File: src/rtl/sensor_a2d_sched.sv
// sensor_a2d_sched: round-robin A2D scheduler that shares one SPI master
// between the battery, current, brake and torque channels. Each channel
// runs a command transaction followed by a read transaction over the
// wrt/done handshake. The 12-bit result is kept per channel, and
// conv_cmplt pulses once at the end of every full round.
//
// Optional feature: define A2D_WDOG_EN to add a 1023-cycle watchdog on the
// SPI wait states. It aborts a stalled channel and sets the sticky timeout
// flag. With A2D_WDOG_EN undefined the FSM waits for done indefinitely and
// timeout is tied low.
module sensor_a2d_sched #(
    parameter int         FAST_SIM  = 1,
    parameter logic [2:0] CH_BATT   = 3'd0,
    parameter logic [2:0] CH_CURR   = 3'd1,
    parameter logic [2:0] CH_BRAKE  = 3'd3,
    parameter logic [2:0] CH_TORQUE = 3'd4
) (
    input  logic        clk,
    input  logic        rst,
    input  logic        en,
    input  logic        done,
    input  logic [15:0] rd_data,
    output logic        wrt,
    output logic [15:0] wt_data,
    output logic [11:0] batt,
    output logic [11:0] curr,
    output logic [11:0] brake,
    output logic [11:0] torque,
    output logic        conv_cmplt,
    output logic        all_valid,
    output logic        timeout
);

    typedef enum logic [2:0] {
        IDLE     = 3'd0,
        CMD      = 3'd1,
        WAIT_CMD = 3'd2,
        GAP      = 3'd3,
        READ     = 3'd4,
        WAIT_RD  = 3'd5
    } state_t;

    state_t      state_q;
    logic [1:0]  idx_q;
    logic [13:0] tmr_q;
    logic [13:0] tmr_d;
    logic        tmr_tc;
    logic        wrt_q;
    logic [15:0] wt_data_q;
    logic [11:0] batt_q;
    logic [11:0] curr_q;
    logic [11:0] brake_q;
    logic [11:0] torque_q;
    logic [3:0]  stored_q;
    logic        tstore_q;
    logic        conv_q;
    logic        all_valid_q;

`ifdef A2D_WDOG_EN
    logic [9:0]  wdog_q;
    logic        timeout_q;
    logic        wdog_exp;
`endif

    // Only the low 12 bits of a read carry the conversion result.
    logic unused_rd_hi;
    assign unused_rd_hi = ^rd_data[15:12];

    // Command word for the channel selected by the round-robin index.
    function automatic logic [15:0] cmd_word(input logic [1:0] idx);
        case (idx)
            2'd0:    cmd_word = {2'b00, CH_BATT,   11'h000};
            2'd1:    cmd_word = {2'b00, CH_CURR,   11'h000};
            2'd2:    cmd_word = {2'b00, CH_BRAKE,  11'h000};
            default: cmd_word = {2'b00, CH_TORQUE, 11'h000};
        endcase
    endfunction

    // The short terminal count keeps simulations fast; silicon uses the full 14 bits.
    assign tmr_tc = (FAST_SIM != 0) ? (&tmr_q[8:0]) : (&tmr_q[13:0]);

    // Inter-conversion timer: runs only while idle and enabled, otherwise parked at zero.
    always_comb begin
        tmr_d = 14'd0;
        if (state_q == IDLE && en) begin
            tmr_d = tmr_tc ? 14'd0 : (tmr_q + 14'd1);
        end
    end

`ifdef A2D_WDOG_EN
    assign wdog_exp = (wdog_q == 10'h3FF) && !done;
`endif

    // Scheduler FSM with registered wrt/wt_data, sample registers and round flags.
    always_ff @(posedge clk or posedge rst) begin
        if (rst) begin
            state_q     <= IDLE;
            idx_q       <= 2'd0;
            tmr_q       <= 14'd0;
            wrt_q       <= 1'b0;
            wt_data_q   <= 16'h0000;
            batt_q      <= 12'h000;
            curr_q      <= 12'h000;
            brake_q     <= 12'h000;
            torque_q    <= 12'h000;
            stored_q    <= 4'b0000;
            tstore_q    <= 1'b0;
            conv_q      <= 1'b0;
            all_valid_q <= 1'b0;
`ifdef A2D_WDOG_EN
            wdog_q      <= 10'd0;
            timeout_q   <= 1'b0;
`endif
        end else begin
            tmr_q       <= tmr_d;
            wrt_q       <= 1'b0;
            tstore_q    <= 1'b0;
            // conv_cmplt trails the torque store by one cycle so all four registers are settled.
            conv_q      <= tstore_q;
            all_valid_q <= all_valid_q | (tstore_q & (&stored_q));
            case (state_q)
                IDLE: begin
                    if (en && tmr_tc) begin
                        state_q   <= CMD;
                        wrt_q     <= 1'b1;
                        wt_data_q <= cmd_word(idx_q);
                    end
                end
                CMD: begin
                    state_q <= WAIT_CMD;
`ifdef A2D_WDOG_EN
                    wdog_q  <= 10'd0;
`endif
                end
                WAIT_CMD: begin
                    if (done) begin
                        state_q <= GAP;
                    end
`ifdef A2D_WDOG_EN
                    else if (wdog_exp) begin
                        state_q   <= IDLE;
                        timeout_q <= 1'b1;
                        idx_q     <= idx_q + 2'd1;
                    end else begin
                        wdog_q <= wdog_q + 10'd1;
                    end
`endif
                end
                GAP: begin
                    state_q <= READ;
                    wrt_q   <= 1'b1;
                end
                READ: begin
                    state_q <= WAIT_RD;
`ifdef A2D_WDOG_EN
                    wdog_q  <= 10'd0;
`endif
                end
                WAIT_RD: begin
                    if (done) begin
                        state_q         <= IDLE;
                        idx_q           <= idx_q + 2'd1;
                        stored_q[idx_q] <= 1'b1;
                        case (idx_q)
                            2'd0:    batt_q  <= rd_data[11:0];
                            2'd1:    curr_q  <= rd_data[11:0];
                            2'd2:    brake_q <= rd_data[11:0];
                            default: begin
                                torque_q <= rd_data[11:0];
                                tstore_q <= 1'b1;
                            end
                        endcase
                    end
`ifdef A2D_WDOG_EN
                    else if (wdog_exp) begin
                        state_q   <= IDLE;
                        timeout_q <= 1'b1;
                        idx_q     <= idx_q + 2'd1;
                    end else begin
                        wdog_q <= wdog_q + 10'd1;
                    end
`endif
                end
                default: state_q <= IDLE;
            endcase
        end
    end

    assign wrt        = wrt_q;
    assign wt_data    = wt_data_q;
    assign batt       = batt_q;
    assign curr       = curr_q;
    assign brake      = brake_q;
    assign torque     = torque_q;
    assign conv_cmplt = conv_q;
    assign all_valid  = all_valid_q;
`ifdef A2D_WDOG_EN
    assign timeout    = timeout_q;
`else
    assign timeout    = 1'b0;
`endif

endmodule

File: config.mk
export PLATFORM = sky130hd
export DESIGN_NAME = sensor_a2d_sched
export DESIGN_NICKNAME = d
export VERILOG_FILES = /design/src/rtl/sensor_a2d_sched.sv
export SDC_FILE = /design/constraint.sdc
export NUM_CORES = 1
export LEC_CHECK = 0
export ABC_AREA = 1
export CAP_MARGIN = 10
export CELL_PAD_IN_SITES_DETAIL_PLACEMENT = 1
export CELL_PAD_IN_SITES_GLOBAL_PLACEMENT = 1
export CORE_UTILIZATION = 35
export CTS_CLUSTER_DIAMETER = 120
export DETAILED_ROUTE_END_ITERATION = 7
export GPL_TIMING_DRIVEN = 0
export PLACE_DENSITY = 0.81
export SYNTH_ARGS = -nofsm -noshare
export SYNTH_HDL_FRONTEND = slang
export SYNTH_SLANG_ARGS = --single-unit
File: constraint.sdc
create_clock -name clk -period 2.7 [get_ports clk]
set_input_delay 0.54 -clock clk [delete_from_list [all_inputs] [get_ports clk]]
set_output_delay 0.54 -clock clk [all_outputs]
set_load 0.1 [all_outputs]
==> flow_summary.json, run 1 <==
{
  "path_buf_inv": 1,
  "worstSetupPathType": "register to output port",
  "cts-root-buf": "clkbuf_8",
  "fin_skew_ns": 0.01032,
  "power_density_nw_per_um2": 1310,
  "avgRoutedWirePerCell_microns": 15.34,
  "synth_cell_type_count": 22,
  "fin_crit_ns": 2.432,
  "cts_resized": 0,
  "placed_area_sq_um": 3986,
  "num_rows": 33,
  "slew_violations": 0,
  "overflow": 0,
  "cts_buffers": 9,
  "port_buffers": 69,
  "grt_pass1_vias": 2697,
  "setup_viol": 0,
  "tritoncts": "built",
  "dpl.cell_count": 535,
  "maxCapViolations": 0,
  "critPathArrivalTime_ns": 1.89,
  "cp_cell_sequence": "clkdlybuf4s50_1",
  "io-pin-count": 88,
  "final_cell_area_sq_um": 4182,
  "worstMarginPinSlew_ns": 1.030,
  "routed_wl_microns": 8451,
  "hp-class": "register to register",
  "synth_top_cells_by_area": "dfrtp_1 59%, nand2_1 17%, nand3_1 7.0%",
  "areaGrowthSynthToFinish_pct": 35.52,
  "final_cells": 551,
  "h-tree-depth": 3,
  "dpl.hpwl_microns": 6240,
  "grt_start_max_net_pins": 44,
  "final_nets": 467,
  "ant_nets": 0,
  "hold_buffers": 0,
  "yosysSeqAreaShare_pct": 59.21,
  "avgSynthCellArea_sq_um": 8.892,
  "grt.total_usage_pct": 20.00,
  "post-cts-setup-buffers": 0,
  "start_kind": "register",
  "final_core_util_pct": 49.89,
  "synth_area_leader_cell": "dfrtp_1",
  "tns_ns": 0,
  "fill_cells": 1008,
  "drtPass1Iterations": 4,
  "die_h_microns": 95.89,
  "end_kind": "output port",
  "netlist_area_sq_um": 3085,
  "ys_ff_latch": 73,
  "yosysWarnings": 0,
  "coreArea_sq_um": 8382,
  "max_stage_delay_ns": 1.18,
  "fmax_mhz": 411.3,
  "timing.final.crit_share_pct": 90.06,
  "vias_per_cell": 4.726,
  "final_layout_size_suffix_gt1_share_pct": 10.09,
  "crit_fanout": 2,
  "relSlewSlack_pct": 31.09,
  "initial_utilization_pct": 36.81,
  "cp_top_family": "buffers and inverters",
  "n_antenna_cell": 0,
  "p_leak_nw": 2.148,
  "crit_path_top_delay_cell": "clkdlybuf4s50_1",
  "clkLatencyLatePin_ns": 0.35,
  "irDropWorstVdd_v": 0.0006088,
  "synth_top_area_share_pct": 59.21,
  "cts.sinks": 73,
  "cts_buffer_depth": 2,
  "vias": 2604,
  "path_clk_slew_ns": 0.08,
  "rsz0062_at_grt": "no",
  "die_w_microns": 95.89,
  "antenna_found_initial": 0,
  "grt_pass1_wl_microns": 13630,
  "drt-initial-drc-count": 106,
  "required_ns": 2.16,
  "finalHoldViolCount": 0,
  "synthCells": 347,
  "dieArea_sq_um": 9195,
  "drc": 0,
  "gp_congestion": 0.8033,
  "status": "completed"
}
area by class of cell:
| class | instances | area (sq um) | share of cell area (%) |
|---|---|---|---|
| Clock inverter | 7 | 71.32 | 1.706 |
| Clock buffer | 9 | 123.9 | 2.962 |
| Timing Repair Buffer | 70 | 718.2 | 17.18 |
| Sequential cell | 73 | 1827 | 43.69 |
| Tap cell | 105 | 131.4 | 3.142 |
| Inverter | 20 | 77.57 | 1.855 |
| Buffer | 26 | 172.7 | 4.129 |
| Multi-Input combinational cell | 241 | 1060 | 25.34 |
metal layers:
metal  wire length (microns)  global-route usage [%]
met1                    3678                   26.69
met2                    4263                   32.92
met3                     393                   4.739
met4                     115                   4.726
met5                       0                       0
through the flow:
stage                     setup slack, ns  hold slack (ns)  power (mW)
final                              0.2684           0.3990       5.479
after detailed placement           0.5927           0.3739       4.663
after CTS                          0.2470           0.3958       5.530
after global placement            -0.9473           0.3658       4.597
after global routing               0.2150           0.4169       5.726
after floorplan                    0.3067           0.3538       3.894
path summary, 6_finish.rpt:
path,cells past startpoint,slack [ns],startpoint,end
setup / recovery,1,0.27,batt[5]$_DFFE_PP0P_,batt[5]
hold / removal,0,0.40,tstore_q$_DFF_PP0_,conv_cmplt$_DFF_PP0_
setup reg to reg,10,0.72,tmr_q[0]$_DFF_PP0_,wt_data[12]$_DFFE_PP0P_
hold reg to reg,0,0.40,tstore_q$_DFF_PP0_,conv_cmplt$_DFF_PP0_
max in group asynchronous,3,1.61,rst,curr[4]$_DFFE_PP0P_
min in group asynchronous,2,0.54,rst,curr[8]$_DFFE_PP0P_
placed cells by master, fill, tap and decap left out, drive strengths merged:
cell type / instances
nand2: 143
bufinv: 1
buf: 24
clkinv: 3
clkdlybuf4s50: 69
nand4: 3
nand3: 43
ha: 6
conb: 14
nor2: 21
inv: 20
clkbuf: 12
or2: 1
xnor2: 1
o21ai: 1
nor3: 1
a21oi: 3
dfrtp: 73
xor2: 2
clkinvlp: 3
o21bai: 2
synth_stat cells, drive strengths merged:
cell type  number
nand2         143
dfrtp          73
nand3          43
buf            23
nor2           21
inv            20
ha              6
a21oi           3
clkbuf          3
nand4           3
o21bai          2
xor2            2
conb            1
nor3            1
o21ai           1
or2             1
xnor2           1
sequential cells by signal, indices dropped and copies added, names as in the netlist:
| register | cells |
|---|---|
| torque | 12 |
| stored_q | 4 |
| wt_data | 3 |
| conv_cmplt | 1 |
| all_valid | 1 |
| idx_q | 2 |
| batt | 12 |
| state_q | 3 |
| brake | 12 |
| tstore_q | 1 |
| tmr_q | 9 |
| curr | 12 |
| wrt | 1 |
where the power goes:
group          leakage [nW]  switching [mW]  internal (mW)
Sequential            0.962           0.198           1.38
Combinational          1.10            2.43          0.624
Clock                0.0912           0.423          0.424
Total                  2.15            3.05           2.43
kinds of logic after synthesis:
| kind of cell | synth area share (%) |
|---|---|
| AO/OA/AOI/OAI | 1.135 |
| XOR/XNOR | 0.8517 |
| adder cells (fa/ha/maj) | 2.433 |
| buffers and inverters | 8.029 |
| flip-flops | 59.21 |
| other | 0.1215 |
| AND/OR/NAND/NOR | 28.22 |
Power figures use the tool's default switching activity.
==> inputs of run 2 (changes only) <==
--- a/config.mk
+++ b/config.mk
@@ -14,6 +14,7 @@
 export DETAILED_ROUTE_END_ITERATION = 7
 export GPL_TIMING_DRIVEN = 0
 export PLACE_DENSITY = 0.81
+export RECOVER_POWER = 25
 export SYNTH_ARGS = -nofsm -noshare
 export SYNTH_HDL_FRONTEND = slang
 export SYNTH_SLANG_ARGS = --single-unit
==> run 2 against run 1 <==
Clock power is essentially flat; clock-buffer cell count unchanged; core utilization is 0.25 points lower; flip-flop and latch count stayed put; via count is 0.69% lower; largest power group unchanged; final area down 0.51%; combinational power about the same; highest routed layer unchanged; total power hardly changed.
==> flow_summary.json, run 2 (synthesized netlist as in run 1, its figures left out) <==
{
  "worstMarginPinSlew_ns": 1.403,
  "post-cts-setup-buffers": 0,
  "cp_cell_sequence": "clkdlybuf4s50_1",
  "fmax_mhz": 411.3,
  "drc": 0,
  "power_density_nw_per_um2": 1316,
  "vias": 2586,
  "final_nets": 467,
  "vias_per_cell": 4.693,
  "whs_ns": 0.3990,
  "relSlewSlack_pct": 5.944,
  "die_w_microns": 95.89,
  "clkLatencyLatePin_ns": 0.35,
  "num_rows": 33,
  "crit_fanout": 2,
  "mostFrequentLayoutCells": "142 x nand2_1, 73 x dfrtp_1, 67 x clkdlybuf4s50_1",
  "grt_start_max_net_pins": 44,
  "grt_pass1_wl_microns": 13630,
  "cts_resized": 0,
  "drtPass1Iterations": 4,
  "dieArea_sq_um": 9195,
  "final_layout_size_suffix_gt1_share_pct": 10.09,
  "critPathArrivalTime_ns": 1.89,
  "routed_wl_microns": 8478,
  "fin_crit_ns": 2.431,
  "final_core_util_pct": 49.63,
  "io-pin-count": 88,
  "cp_top_family": "buffers and inverters",
  "timing.final.crit_share_pct": 90.05,
  "irDropWorstVdd_v": 0.0006095,
  "n_antenna_cell": 0,
  "initial_utilization_pct": 36.81,
  "cts.sinks": 73,
  "slew_violations": 0,
  "grt.total_usage_pct": 20.00,
  "layout_commonest_cell": "nand2_1",
  "path_buf_inv": 1,
  "maxCapViolations": 0,
  "dpl.hpwl_microns": 6240,
  "gp_congestion": 0.8033,
  "ant_nets": 0,
  "hold_buffers": 0,
  "tns_ns": 0,
  "p_leak_nw": 2.137,
  "start_kind": "register",
  "end_kind": "output port",
  "die_h_microns": 95.89,
  "status": "completed",
  "areaGrowthSynthToFinish_pct": 34.83,
  "port_buffers": 69,
  "path_clk_slew_ns": 0.08,
  "finalHoldViolCount": 0,
  "worstSetupPathType": "register to output port",
  "cts_buffers": 9,
  "grt_pass1_vias": 2697,
  "drt-initial-drc-count": 109,
  "crit_path_top_delay_cell": "clkdlybuf4s50_1",
  "p_total_mw": 5.477,
  "coreArea_sq_um": 8382,
  "fin_skew_ns": 0.01012,
  "avgRoutedWirePerCell_microns": 15.39,
  "setup_viol": 0,
  "hp-class": "register to register",
  "overflow": 0,
  "max_stage_delay_ns": 1.18,
  "h-tree-depth": 3,
  "required_ns": 2.16,
  "cts-root-buf": "clkbuf_8",
  "antenna_found_initial": 0,
  "tritoncts": "built",
  "rsz0062_at_grt": "no",
  "cts_buffer_depth": 2
}
==> run 2: final cells by class <==
cell class,count,area (sq um)
inverters,20,76.32
clock buffers,9,123.9
repair buffers,70,698.2
plain buffers,26,172.7
multi-input cells,241,1060
fillers,1010,4222
clock inverters,7,71.32
flip-flops and latches,73,1827
well taps,105,131.4
==> run 2: final timing paths <==
kind,endpoint,slack (ns),cells past startpoint,startpoint
worst max-delay path,batt[5],0.27,1,batt[5]$_DFFE_PP0P_
worst min-delay path,conv_cmplt$_DFF_PP0_,0.40,0,tstore_q$_DFF_PP0_
worst max register to register,wt_data[12]$_DFFE_PP0P_,0.72,10,tmr_q[0]$_DFF_PP0_
worst min register to register,conv_cmplt$_DFF_PP0_,0.40,0,tstore_q$_DFF_PP0_
max in group asynchronous,idx_q[1]$_DFFE_PP0P_,0.48,3,rst
min in group asynchronous,brake[8]$_DFFE_PP0P_,0.95,2,rst
==> run 2: layer usage <==
metal / GRT usage [%] / vias up / wire length (microns)
li1: - / 1237 / -
met1: 26.69 / 1277 / 3741
met2: 32.92 / 63 / 4239
met3: 4.739 / 9 / 383
met4: 4.726 / 0 / 113
met5: 0 / - / 0
==> run 2: through the flow <==
step | cells | setup slack, ns | instance area (sq um)
floorplan | 360 | 0.3067 | 3134
global placement | 534 | -0.9473 | 3956
detailed placement | 535 | 0.5927 | 3986
CTS | 551 | 0.2470 | 4182
global route | 551 | 0.1374 | 4160
finish | 551 | 0.2687 | 4160
==> run 2: power breakdown <==
group | total [mW] | switching [mW] | internal, mW
clock network | 0.848 | 0.424 | 0.424
logic | 3.05 | 2.43 | 0.620
registers | 1.58 | 0.199 | 1.38
total | 5.48 | 3.05 | 2.43
==> inputs of run 3 (changes only) <==
--- a/config.mk
+++ b/config.mk
@@ -6,9 +6,10 @@
 export NUM_CORES = 1
 export LEC_CHECK = 0
 export ABC_AREA = 1
-export CAP_MARGIN = 10
+export CAP_MARGIN = 20
 export CELL_PAD_IN_SITES_DETAIL_PLACEMENT = 1
 export CELL_PAD_IN_SITES_GLOBAL_PLACEMENT = 1
+export CORE_ASPECT_RATIO = 1.2
 export CORE_UTILIZATION = 35
 export CTS_CLUSTER_DIAMETER = 120
 export DETAILED_ROUTE_END_ITERATION = 7
==> run 3 against run 2 <==
The flow now finishes with violations (max-capacitance violations, max-slew violations); cell count increased by 1.8%; sequential share of layout area rose by 0.21 points; non-clock buffer count did not move; largest cell class unchanged; largest power group unchanged; core utilization decreased by 1.3 points; hold slack lost 0.020 ns; sequential power about the same; final area down 0.48%; worst setup slack improved by 0.014 ns; global-route usage is 0.26 points lower; register-to-register slack improved by 0.06 ns; die area about the same; critical endpoint is now curr[9].
==> flow_summary.json, run 3 (synthesized netlist as in run 1, its figures left out) <==
{
  "critPathArrivalTime_ns": 1.88,
  "n_antenna_cell": 0,
  "crit_path_top_delay_cell": "clkdlybuf4s50_1",
  "cts-root-buf": "clkbuf_8",
  "irDropWorstVdd_v": 0.0005701,
  "power_switching_share_pct": 55.77,
  "drt-initial-drc-count": 79,
  "end_kind": "output port",
  "worstSetupPathType": "register to output port",
  "worstMarginPinSlew_ns": 1.643,
  "max_stage_delay_ns": 1.15,
  "path_buf_inv": 1,
  "vias_per_cell": 4.586,
  "cp_top_family": "buffers and inverters",
  "gp_congestion": 0.7920,
  "fin_crit_ns": 2.417,
  "grt_start_max_net_pins": 74,
  "start_kind": "register",
  "die_w_microns": 87.71,
  "grt_pass1_vias": 2739,
  "die_h_microns": 104.9,
  "p_leak_nw": 2.127,
  "post-cts-setup-buffers": 0,
  "placed_area_sq_um": 4001,
  "h-tree-depth": 3,
  "ant_nets": 0,
  "power_density_nw_per_um2": 1300,
  "final_layout_size_suffix_gt1_share_pct": 9.009,
  "pwr-share-clk_pct": 14.0,
  "p_total_mw": 5.383,
  "fmax_mhz": 413.7,
  "cts_resized": 0,
  "p_int_mw": 2.381,
  "vias": 2573,
  "hp-class": "register to register",
  "setup_viol": 0,
  "drc": 0,
  "p_comb_share_pct": 56.3,
  "cts_buffer_depth": 2,
  "path_clk_slew_ns": 0.07,
  "grt_pass1_wl_microns": 13630,
  "final_nets": 467,
  "fin_skew_ns": 0.006832,
  "violations": "max-capacitance violations, max-slew violations",
  "cp_cell_sequence": "clkdlybuf4s50_1",
  "dieArea_sq_um": 9196,
  "tritoncts": "built",
  "relSlewSlack_pct": -9.540,
  "required_ns": 2.16,
  "initial_utilization_pct": 36.03,
  "finalHoldViolCount": 0,
  "timing.final.crit_share_pct": 89.52,
  "maxCapViolations": 1,
  "grt.total_usage_pct": 19.74,
  "cts_buffers": 9,
  "r2r_start": "tmr_q[0]$_DFF_PP0_",
  "num_rows": 37,
  "port_buffers": 69,
  "seq_power_share_pct": 29.7,
  "io-pin-count": 88,
  "startpoint": "curr[9]$_DFFE_PP0P_",
  "final_cell_area_sq_um": 4140,
  "status": "finished with violations",
  "routed_wl_microns": 8337,
  "hold_buffers": 0,
  "layout_commonest_cell": "nand2_1",
  "hold_start": "tstore_q$_DFF_PP0_",
  "dpl.hpwl_microns": 6148,
  "cts.sinks": 73,
  "areaGrowthSynthToFinish_pct": 34.18,
  "slew_violations": 74,
  "mostFrequentLayoutCells": "142 x nand2_1, 73 x dfrtp_1, 68 x clkdlybuf4s50_1",
  "clkLatencyLatePin_ns": 0.34,
  "rsz0062_at_grt": "no",
  "coreArea_sq_um": 8564,
  "p_sw_mw": 3.002,
  "antenna_found_initial": 0,
  "drtPass1Iterations": 4,
  "overflow": 0,
  "avgRoutedWirePerCell_microns": 14.86,
  "crit_fanout": 2
}
run 3: final cells by class:
type / instances / area (sq um)
plain buffers: 26 / 172.7
clock buffers: 14 / 162.7
fillers: 1003 / 4424
inverters: 20 / 76.32
multi-input cells: 241 / 1060
flip-flops and latches: 73 / 1827
well taps: 117 / 146.4
repair buffers: 70 / 695.7
run 3: final timing paths:
| path | to | slack [ns] | depth (start not counted) |
|---|---|---|---|
| worst max-delay path | curr[9] | 0.28 | 1 |
| worst min-delay path | conv_cmplt$_DFF_PP0_ | 0.38 | 0 |
| worst max register to register | wt_data[12]$_DFFE_PP0P_ | 0.78 | 10 |
| worst min register to register | conv_cmplt$_DFF_PP0_ | 0.38 | 0 |
| max in group asynchronous | torque[2]$_DFFE_PP0P_ | 0.46 | 3 |
| min in group asynchronous | brake[11]$_DFFE_PP0P_ | 1.24 | 3 |
run 3: per-layer routing:
metal | global-route usage, % | up-vias | wire length, microns
met3 | 2.923 | 10 | 311
met5 | 0 | - | 0
li1 | - | 1239 | -
met4 | 7.377 | 0 | 99
met1 | 23.24 | 1267 | 3343
met2 | 35.44 | 57 | 4583
run 3: stage by stage:
stage	std cells	worst slack [ns]	setup TNS [ns]	hold slack, ns	utilization, %
after floorplan	360	0.3067	0	0.3538	-
after global placement	546	-0.9356	-68.13	0.3594	46.37
after detailed placement	547	0.6225	0	0.3724	46.72
after CTS	561	0.2765	0	0.3866	48.62
after global routing	561	0.1735	0	0.4003	48.34
final	561	0.2831	0	0.3789	48.34
run 3: power groups by stage:
stage	combinational [mW]	clock, mW	sequential [mW]
detailed placement	3.04	0	1.62
global placement	2.99	0	1.60
finish	3.03	0.753	1.60
floorplan	0.562	0	3.33
global route	3.15	0.800	1.63
CTS	3.06	0.766	1.60
